===== src/rtl/rs232_pkg.sv =====
// rs232_pkg: shared receiver state type, default timing constant and a
// parity helper. The build option RS232_RX_PARITY_EN adds the PARITY state.
package rs232_pkg;

    // 27 MHz / 115200 baud, rounded to the nearest whole clock count.
    localparam int DEFAULT_CLKS_PER_BIT = 234;

    // Number of payload bits in one character.
    localparam int DATA_BITS = 8;

    // Receiver frame states. PARITY only exists when parity is built in.
    typedef enum logic [2:0] {
        ST_IDLE   = 3'd0,
        ST_START  = 3'd1,
        ST_DATA   = 3'd2,
`ifdef RS232_RX_PARITY_EN
        ST_PARITY = 3'd3,
`endif
        ST_STOP   = 3'd4
    } rx_state_e;

    // Even parity holds when the eight data bits plus the parity bit
    // contain an even number of ones.
    function automatic logic even_parity_ok(input logic [7:0] d, input logic p);
        return ~^{d, p};
    endfunction

endpackage


===== src/rtl/rs232_sync.sv =====
// rs232_sync: two-flop synchronizer for the asynchronous serial line.
// Both flops reset to 1 so a reset never looks like a start bit.
module rs232_sync (
    input  logic clk_i,
    input  logic rst_n_i,
    input  logic async_i,
    output logic sync_o
);

    logic meta_q;
    logic sync_q;

    // Shift the raw line through two flops to settle metastability.
    always_ff @(posedge clk_i) begin
        // NOTE: clocked state uses non-blocking assignments so every flop
        // samples the pre-edge value of the flop before it.
        if (!rst_n_i) begin
            meta_q <= 1'b1;
            sync_q <= 1'b1;
        end else begin
            meta_q <= async_i;
            sync_q <= meta_q;
        end
    end

    assign sync_o = sync_q;

endmodule


===== src/rtl/rs232_rx.sv =====
// rs232_rx: 8N1 RS-232 receiver with a one-entry output holding register,
// framing-error and overrun pulses. Defining RS232_RX_PARITY_EN adds an
// even-parity bit after the data and a parity_err pulse output.
module rs232_rx
    import rs232_pkg::*;
#(
    parameter int CLKS_PER_BIT = DEFAULT_CLKS_PER_BIT
) (
    input  logic       clock_27mhz,
    input  logic       reset_b,
    input  logic       rs232_rxd,
    output logic [7:0] data,
    output logic       data_valid,
    input  logic       data_ready,
    output logic       frame_err,
    output logic       overrun,
`ifdef RS232_RX_PARITY_EN
    output logic       parity_err,
`endif
    output logic       busy
);

    // One spare bit keeps the counter from wrapping inside a bit period.
    localparam int CNT_W = $clog2(CLKS_PER_BIT) + 1;
    localparam logic [CNT_W-1:0] HALF_CNT = CNT_W'(CLKS_PER_BIT / 2);
    localparam logic [CNT_W-1:0] BIT_LAST = CNT_W'(CLKS_PER_BIT - 1);
    localparam logic [2:0]       LAST_BIT = 3'(DATA_BITS - 1);

    logic             rxd_s;

    rx_state_e        state_q, state_d;
    logic [CNT_W-1:0] cnt_q, cnt_d;
    logic [2:0]       bit_idx_q, bit_idx_d;
    logic [7:0]       shift_q, shift_d;
    logic [7:0]       data_q, data_d;
    logic             data_valid_q, data_valid_d;
    logic             frame_err_q, frame_err_d;
    logic             overrun_q, overrun_d;
    logic             parity_ok;
`ifdef RS232_RX_PARITY_EN
    logic             par_bit_q, par_bit_d;
    logic             parity_err_q, parity_err_d;
`endif

    rs232_sync u_sync (
        .clk_i   (clock_27mhz),
        .rst_n_i (reset_b),
        .async_i (rs232_rxd),
        .sync_o  (rxd_s)
    );

    // Next-state logic: frame sequencing, bit sampling and output register.
    always_comb begin
        // NOTE: every variable gets a default before the case so that no
        // path leaves one unassigned, which would infer a latch.
        state_d      = state_q;
        cnt_d        = cnt_q;
        bit_idx_d    = bit_idx_q;
        shift_d      = shift_q;
        data_d       = data_q;
        data_valid_d = data_valid_q;
        frame_err_d  = 1'b0;
        overrun_d    = 1'b0;
`ifdef RS232_RX_PARITY_EN
        par_bit_d    = par_bit_q;
        parity_err_d = 1'b0;
        parity_ok    = even_parity_ok(shift_q, par_bit_q);
`else
        parity_ok    = 1'b1;
`endif

        // The consumer takes the held byte on any cycle it is offered.
        if (data_valid_q && data_ready) begin
            data_valid_d = 1'b0;
        end

        case (state_q)
            ST_IDLE: begin
                cnt_d     = '0;
                bit_idx_d = '0;
                if (!rxd_s) begin
                    state_d = ST_START;
                end
            end

            // Re-check the start bit half a bit in to reject glitches.
            ST_START: begin
                if (cnt_q == HALF_CNT) begin
                    cnt_d   = '0;
                    state_d = rxd_s ? ST_IDLE : ST_DATA;
                end else begin
                    cnt_d = cnt_q + CNT_W'(1);
                end
            end

            // LSB arrives first, so shift right and insert at the top.
            ST_DATA: begin
                if (cnt_q == BIT_LAST) begin
                    cnt_d   = '0;
                    shift_d = {rxd_s, shift_q[7:1]};
                    if (bit_idx_q == LAST_BIT) begin
                        bit_idx_d = '0;
`ifdef RS232_RX_PARITY_EN
                        state_d   = ST_PARITY;
`else
                        state_d   = ST_STOP;
`endif
                    end else begin
                        bit_idx_d = bit_idx_q + 3'd1;
                    end
                end else begin
                    cnt_d = cnt_q + CNT_W'(1);
                end
            end

`ifdef RS232_RX_PARITY_EN
            ST_PARITY: begin
                if (cnt_q == BIT_LAST) begin
                    cnt_d     = '0;
                    par_bit_d = rxd_s;
                    state_d   = ST_STOP;
                end else begin
                    cnt_d = cnt_q + CNT_W'(1);
                end
            end
`endif

            // Judge the frame on the stop sample; a framing error wins
            // over a parity error, and only a clean frame reaches data.
            ST_STOP: begin
                if (cnt_q == BIT_LAST) begin
                    cnt_d   = '0;
                    state_d = ST_IDLE;
                    if (!rxd_s) begin
                        frame_err_d = 1'b1;
                    end else if (!parity_ok) begin
`ifdef RS232_RX_PARITY_EN
                        parity_err_d = 1'b1;
`endif
                    end else if (data_valid_q && !data_ready) begin
                        overrun_d = 1'b1;
                    end else begin
                        data_d       = shift_q;
                        data_valid_d = 1'b1;
                    end
                end else begin
                    cnt_d = cnt_q + CNT_W'(1);
                end
            end

            default: begin
                state_d = ST_IDLE;
                cnt_d   = '0;
            end
        endcase
    end

    // State and datapath registers with synchronous active-low reset.
    always_ff @(posedge clock_27mhz) begin
        if (!reset_b) begin
            state_q      <= ST_IDLE;
            cnt_q        <= '0;
            bit_idx_q    <= '0;
            shift_q      <= '0;
            data_q       <= '0;
            data_valid_q <= 1'b0;
            frame_err_q  <= 1'b0;
            overrun_q    <= 1'b0;
`ifdef RS232_RX_PARITY_EN
            par_bit_q    <= 1'b0;
            parity_err_q <= 1'b0;
`endif
        end else begin
            state_q      <= state_d;
            cnt_q        <= cnt_d;
            bit_idx_q    <= bit_idx_d;
            shift_q      <= shift_d;
            data_q       <= data_d;
            data_valid_q <= data_valid_d;
            frame_err_q  <= frame_err_d;
            overrun_q    <= overrun_d;
`ifdef RS232_RX_PARITY_EN
            par_bit_q    <= par_bit_d;
            parity_err_q <= parity_err_d;
`endif
        end
    end

    assign data       = data_q;
    assign data_valid = data_valid_q;
    assign frame_err  = frame_err_q;
    assign overrun    = overrun_q;
    assign busy       = (state_q != ST_IDLE);
`ifdef RS232_RX_PARITY_EN
    assign parity_err = parity_err_q;
`endif

endmodule

===== config.mk =====
export PLATFORM = sky130hd
export DESIGN_NAME = rs232_rx
export DESIGN_NICKNAME = d
export VERILOG_FILES = /design/src/rtl/rs232_pkg.sv /design/src/rtl/rs232_sync.sv /design/src/rtl/rs232_rx.sv
export SDC_FILE = /design/constraint.sdc
export NUM_CORES = 1
export LEC_CHECK = 0
export ABC_AREA = 1
export BUFFER_PORTS_ARGS = -buffer_cell sky130_fd_sc_hd__buf_2
export CORE_MARGIN = 1
export CORE_UTILIZATION = 57
export CTS_CLUSTER_SIZE = 24
export DETAILED_ROUTE_END_ITERATION = 6
export MAX_ROUTING_LAYER = met4
export PLACE_DENSITY = 0.78
export SYNTH_ARGS = -nofsm -noshare
export SYNTH_HDL_FRONTEND = slang
export SYNTH_HIERARCHICAL = 1
export SYNTH_SLANG_ARGS = --single-unit

===== constraint.sdc =====
create_clock -name clock_27mhz -period 1.52 [get_ports clock_27mhz]
set_input_delay 0.076 -clock clock_27mhz [delete_from_list [all_inputs] [get_ports clock_27mhz]]
set_output_delay 0.076 -clock clock_27mhz [all_outputs]
set_load 0.005 [all_outputs]

**Word level (Yosys, flattened, before mapping)**

Index checks and enable logic that the tools add are counted.

- Logic and storage cells: 57
- Output and inout bits: 12
- Register bits: 36

- Add/subtract/negate cells: 2
- Equality and inequality tests: 11
- Muxes and demuxes: 20
- Bitwise logic cells: 1
- Reductions and logical operators: 13

Operators by type and width:

| operator | number |
|---|---|
| 3-bit 2-to-1 mux | 7 |
| 9-bit 2-to-1 mux | 2 |
| 9-bit one-hot mux with 2 select lines | 1 |
| 3-bit one-hot mux with 4 select lines | 1 |
| 2-bit inequality test (second input constant) | 5 |
| 9-bit by 1-bit adder with 9-bit output (second input constant) | 1 |
| 9-bit by 7-bit equality test with 1-bit output (second input constant) | 1 |
| 9-bit by 8-bit equality test with 1-bit output (second input constant) | 1 |
| 4-bit AND reduction | 2 |
| 1-bit 2-to-1 mux | 7 |
| 3-bit equality test (second input constant) | 2 |
| 3-bit one-hot mux with 2 select lines | 1 |
| 5-bit AND reduction | 1 |
| 2-bit AND reduction | 2 |
| 3-bit by 1-bit adder with 3-bit output (second input constant) | 1 |
| 3-bit by 1-bit equality test with 1-bit output (second input constant) | 1 |
| 3-bit by 2-bit equality test with 1-bit output (second input constant) | 1 |
| 3-bit zero test | 1 |
| 3-bit AND reduction | 1 |
| 3-bit nonzero test | 1 |
| 1-bit logical AND | 2 |
| 2-bit 2-to-1 mux | 1 |
| 2-bit nonzero test | 1 |
| 2-bit OR reduction | 1 |
| other kinds (2) | 2 |

**Depth between registers and ports, before layout**

- Depth after elaboration: 6
- Depth in mapped cells: 10

**Modules after synthesis**

The synthesis kept the hierarchy.

Modules (own cells, without submodules):

| module | cells each | instances | area each (um^2) |
|---|---|---|---|
| rs232_rx | 190 | 1 | 1560.2 |
| rs232_sync | 6 | 1 | 55.1 |

**Least setup slack after synthesis**

No wires, ideal clock.

- Kind: register to register
- Start: register cnt_q[0]
- End: register data_q[0] (netlist: data[0])
- Path slack: 0.175 ns
- Path buffers: 0
- Required time: 1.386 ns
- Stages on the path, launching flop included: 9
- Data arrival time: 1.211 ns
- Clock period less this slack: 1.345 ns
- Cells stage by stage: dfxtp_1 -> ha_1 -> nand2_1 -> nor2_2 -> nand2_4 -> nor2_8 -> nand2_2 -> nand2_1 -> a21oi_1

- Longest elaborated chain between the ends: 2

RTL lines:

| what | RTL line | source |
|---|---|---|
| from (decl) | rs232_rx.sv:32 | `logic [CNT_W-1:0] cnt_q, cnt_d;` |
| from (signal assigned) | rs232_rx.sv:175 | `cnt_q <= cnt_d;` |
| 9-bit by 8-bit equality test with 1-bit output | rs232_rx.sv:131 | `if (cnt_q == BIT_LAST) begin` |
| 4-bit AND reduction (no line) | -- |  |
| to (signal assigned) | rs232_rx.sv:178 | `data_q <= data_d;` |
| to (decl) | rs232_rx.sv:35 | `logic [7:0] data_q, data_d;` |

No other way between the ends.
A chain may end at the register's enable or synchronous reset.

**Worst setup path in the final report**

- Start: register cnt_q[0]
- End: register shift_q[2]

- Longest elaborated chain between the ends: 2

RTL lines:

| what | RTL line | source |
|---|---|---|
| 9-bit by 8-bit equality test with 1-bit output | rs232_rx.sv:98 | `if (cnt_q == BIT_LAST) begin` |
| 2-bit AND reduction (no line) | -- |  |
| to (signal assigned) | rs232_rx.sv:177 | `shift_q <= shift_d;` |
| to (decl) | rs232_rx.sv:34 | `logic [7:0] shift_q, shift_d;` |

No other way between the ends.

==> impl_metrics.env <==
export IMPL_synth_seq_cells=36
export IMPL_drive_gt1_frac=0.3091
export IMPL_core_um2=2567
export IMPL_rows=18
export IMPL_crit_path_end_kind="flop"
export IMPL_synth_largest_area_cell="dfxtp_1"
export IMPL_cts_buffer_depth=2
export IMPL_finalHoldViolations=0
export IMPL_die_w_um=55.24
export IMPL_cts_buffers=5
export IMPL_period_minus_slack_ns=1.394
export IMPL_fp_dieArea_um2=3051
export IMPL_clock_sinks=36
export IMPL_cp_max_fo=10
export IMPL_fin_hold_ws_ns=0.02353
export IMPL_yosysUniqueCellTypes=27
export IMPL_status="finished, final reports clean"
export IMPL_tightest_slew_ns=0.4355
export IMPL_clock_latency_ns=0.34
export IMPL_dr_pass1_iters=4
export IMPL_synth_nets=204
export IMPL_final_cells=250
export IMPL_antenna_left=0
export IMPL_postCtsSetupRepairBufs=0
export IMPL_hpwl_mm=2.150
export IMPL_cap_violations=0
export IMPL_clock_skew_ns=0.008109
export IMPL_io_buffers=15
export IMPL_root_buffer="clkbuf_4"
export IMPL_synth_top_area_frac=0.4462
export IMPL_dpl_instance_area_um2=1739
export IMPL_vias=1283
export IMPL_area_delta_synth_final_pct=14.41
export IMPL_place_inst=242
export IMPL_fmax_mhz=717.2
export IMPL_fillers=194
export IMPL_tritoncts="done"
export IMPL_period_share=0.9173
export IMPL_final_area_um2=1848
export IMPL_num_io_pins=16
export IMPL_path_class="reg -> reg"
export IMPL_drc=0
export IMPL_postSynth_asyncResetShare=0
export IMPL_post_route_util=0.7198
export IMPL_ys_seq_area_frac=0.4462
export IMPL_synth_warnings=6
export IMPL_p_per_area_nw_per_um2=1145
export IMPL_diodes=0
export IMPL_critical_path_arrival_ns=1.64
export IMPL_h_tree_depth=2
export IMPL_post_place_ws_ns=0.005145
export IMPL_fin_ws_ns=0.1257
export IMPL_slew_viol_final=0
export IMPL_avgSynthCellArea_um2=8.241
export IMPL_synthTopCellsByCount="36 x dfxtp_1, 28 x nand2_1, 28 x nor2_1, 16 x inv_1, 16 x nand3_1"
export IMPL_gp_congestion=0.8164
export IMPL_first_iter_violations=48
export IMPL_grt_max_degree=16
export IMPL_synth_cells=196
export IMPL_ir_drop_mv=0.8051
export IMPL_setup_viol=0
export IMPL_grt_pass1_wl_mm=5.271
export IMPL_routed_wl_mm=2.888
export IMPL_antenna_found_initial=0
export IMPL_grt_pass1_vias=1237
export IMPL_tns_ns=0
export IMPL_required_ns=1.77
export IMPL_wl_per_cell_um=11.55
export IMPL_synthesis_area_um2=1615
export IMPL_synth_area_leaders="dfxtp_1 45%, nand2_1 6.5%, nor2_1 6.5%"
export IMPL_dieHeight_um=55.24
export IMPL_max_slew_margin=0.7083
export IMPL_routed_via_density=5.132
export IMPL_track_usage=0.2280
export IMPL_synth_edff_count=0
export IMPL_fin_total_pwr_mw=2.116
export IMPL_critPathLaunchType="flop"
export IMPL_dominantRegCellSynth="dfxtp_1"
export IMPL_p_leak_nw=0.8164
export IMPL_yosysMostFrequentCell="dfxtp_1"
export IMPL_grt_ovfl_total=0
export IMPL_rsz0062_at_grt="false"
export IMPL_hold_path_class="in -> reg"
export IMPL_finalNetCount=228
export IMPL_clk_pin_slew_worst_paths_ns=0.10
export IMPL_initial_core_util=0.6291
## registers in the layout (all words and copies together) (netlist names)
signal and flops:
bit_idx_q 3, data_valid 1, state_q 3, u_sync/meta_q 1, overrun 1, frame_err 1, data 8, cnt_q 9
u_sync/sync_o 1, shift_q 8
## critical path: stages (launching register included)
cell and delay (ns):
dfxtp_4 0.39, ha_4 0.13, nand2_1 0.06, nor2_2 0.12, nand2_4 0.12, nor2_4 0.19
inv_2 0.12, nor2_1 0.12, nor2_1 0.06
## cells in the final DEF (no fill, tap or decap), drive strengths merged
cell,synthesis,routed
nor2,43,43
nand2,38,38
dfxtp,36,36
inv,20,20
buf,1,19
nand3,17,17
a21oi,13,13
o21ai,9,9
clkbuf,2,7
xor2,6,6
ha,4,4
nor4,2,2
nor3,2,2
o211ai,1,1
xnor2,1,1
nand4,1,1
dlygate4sd3,0,1
## layout make-up
class | count | area, µm² | share of cell area
Sequential cell | 36 | 725.7 | 0.3927
Clock buffer | 7 | 65.06 | 0.03521
Multi-Input combinational cell | 137 | 825.8 | 0.4469
Inverter | 20 | 75.07 | 0.04062
Tap cell | 30 | 37.54 | 0.02031
Timing Repair Buffer | 20 | 118.9 | 0.06432
## layer usage
metal	up-vias	GRT usage	part of all wire
met5	-	-	0
met4	0	0.07500	0.010
met3	4	0.08431	0.045
met2	29	0.3460	0.47
met1	580	0.2814	0.47
li1	670	-	-
## repair_timing
action,4_1_cts,5_1_grt
endpoints found under the setup margin,2,27
hold endpoints to repair,1,0
hold buffers,1,0
pin swaps,0,4
gates resized for setup,1,10
cloned,0,0
## cell families (layout without fill, tap and decap cells)
family | count (synthesis) | in the layout | synth area share
and+or+nand+nor | 103 | 103 | 0.3385
DFF | 36 | 36 | 0.4462
AOI/OAI and AO/OA | 23 | 23 | 0.08830
buffers and inverters | 23 | 47 | 0.05809
xor gates and xnor gates | 7 | 7 | 0.03796
adders and majority gates | 4 | 4 | 0.03098
## power breakdown
group / internal (mW) / leakage (nW) / switching [mW]
sequential: 0.984 / 0.292 / 0.0521
combinational: 0.189 / 0.487 / 0.332
clock: 0.262 / 0.0374 / 0.297
total: 1.44 / 0.816 / 0.681
## worst paths after layout
check	startpoint	slack [ns]	end	depth (start not counted)
hold / removal	data_ready	0.02	overrun$_SDFF_PN0_	4
hold reg to reg	u_sync/meta_q$_SDFF_PN1_	0.42	u_sync/sync_o$_SDFF_PN1_	2
setup reg to reg	cnt_q[0]$_SDFF_PN0_	0.13	shift_q[2]$_SDFFE_PN0P_	8
setup / recovery	cnt_q[0]$_SDFF_PN0_	0.13	shift_q[2]$_SDFFE_PN0P_	8
Note: power is estimated with default switching activity, not from simulation.
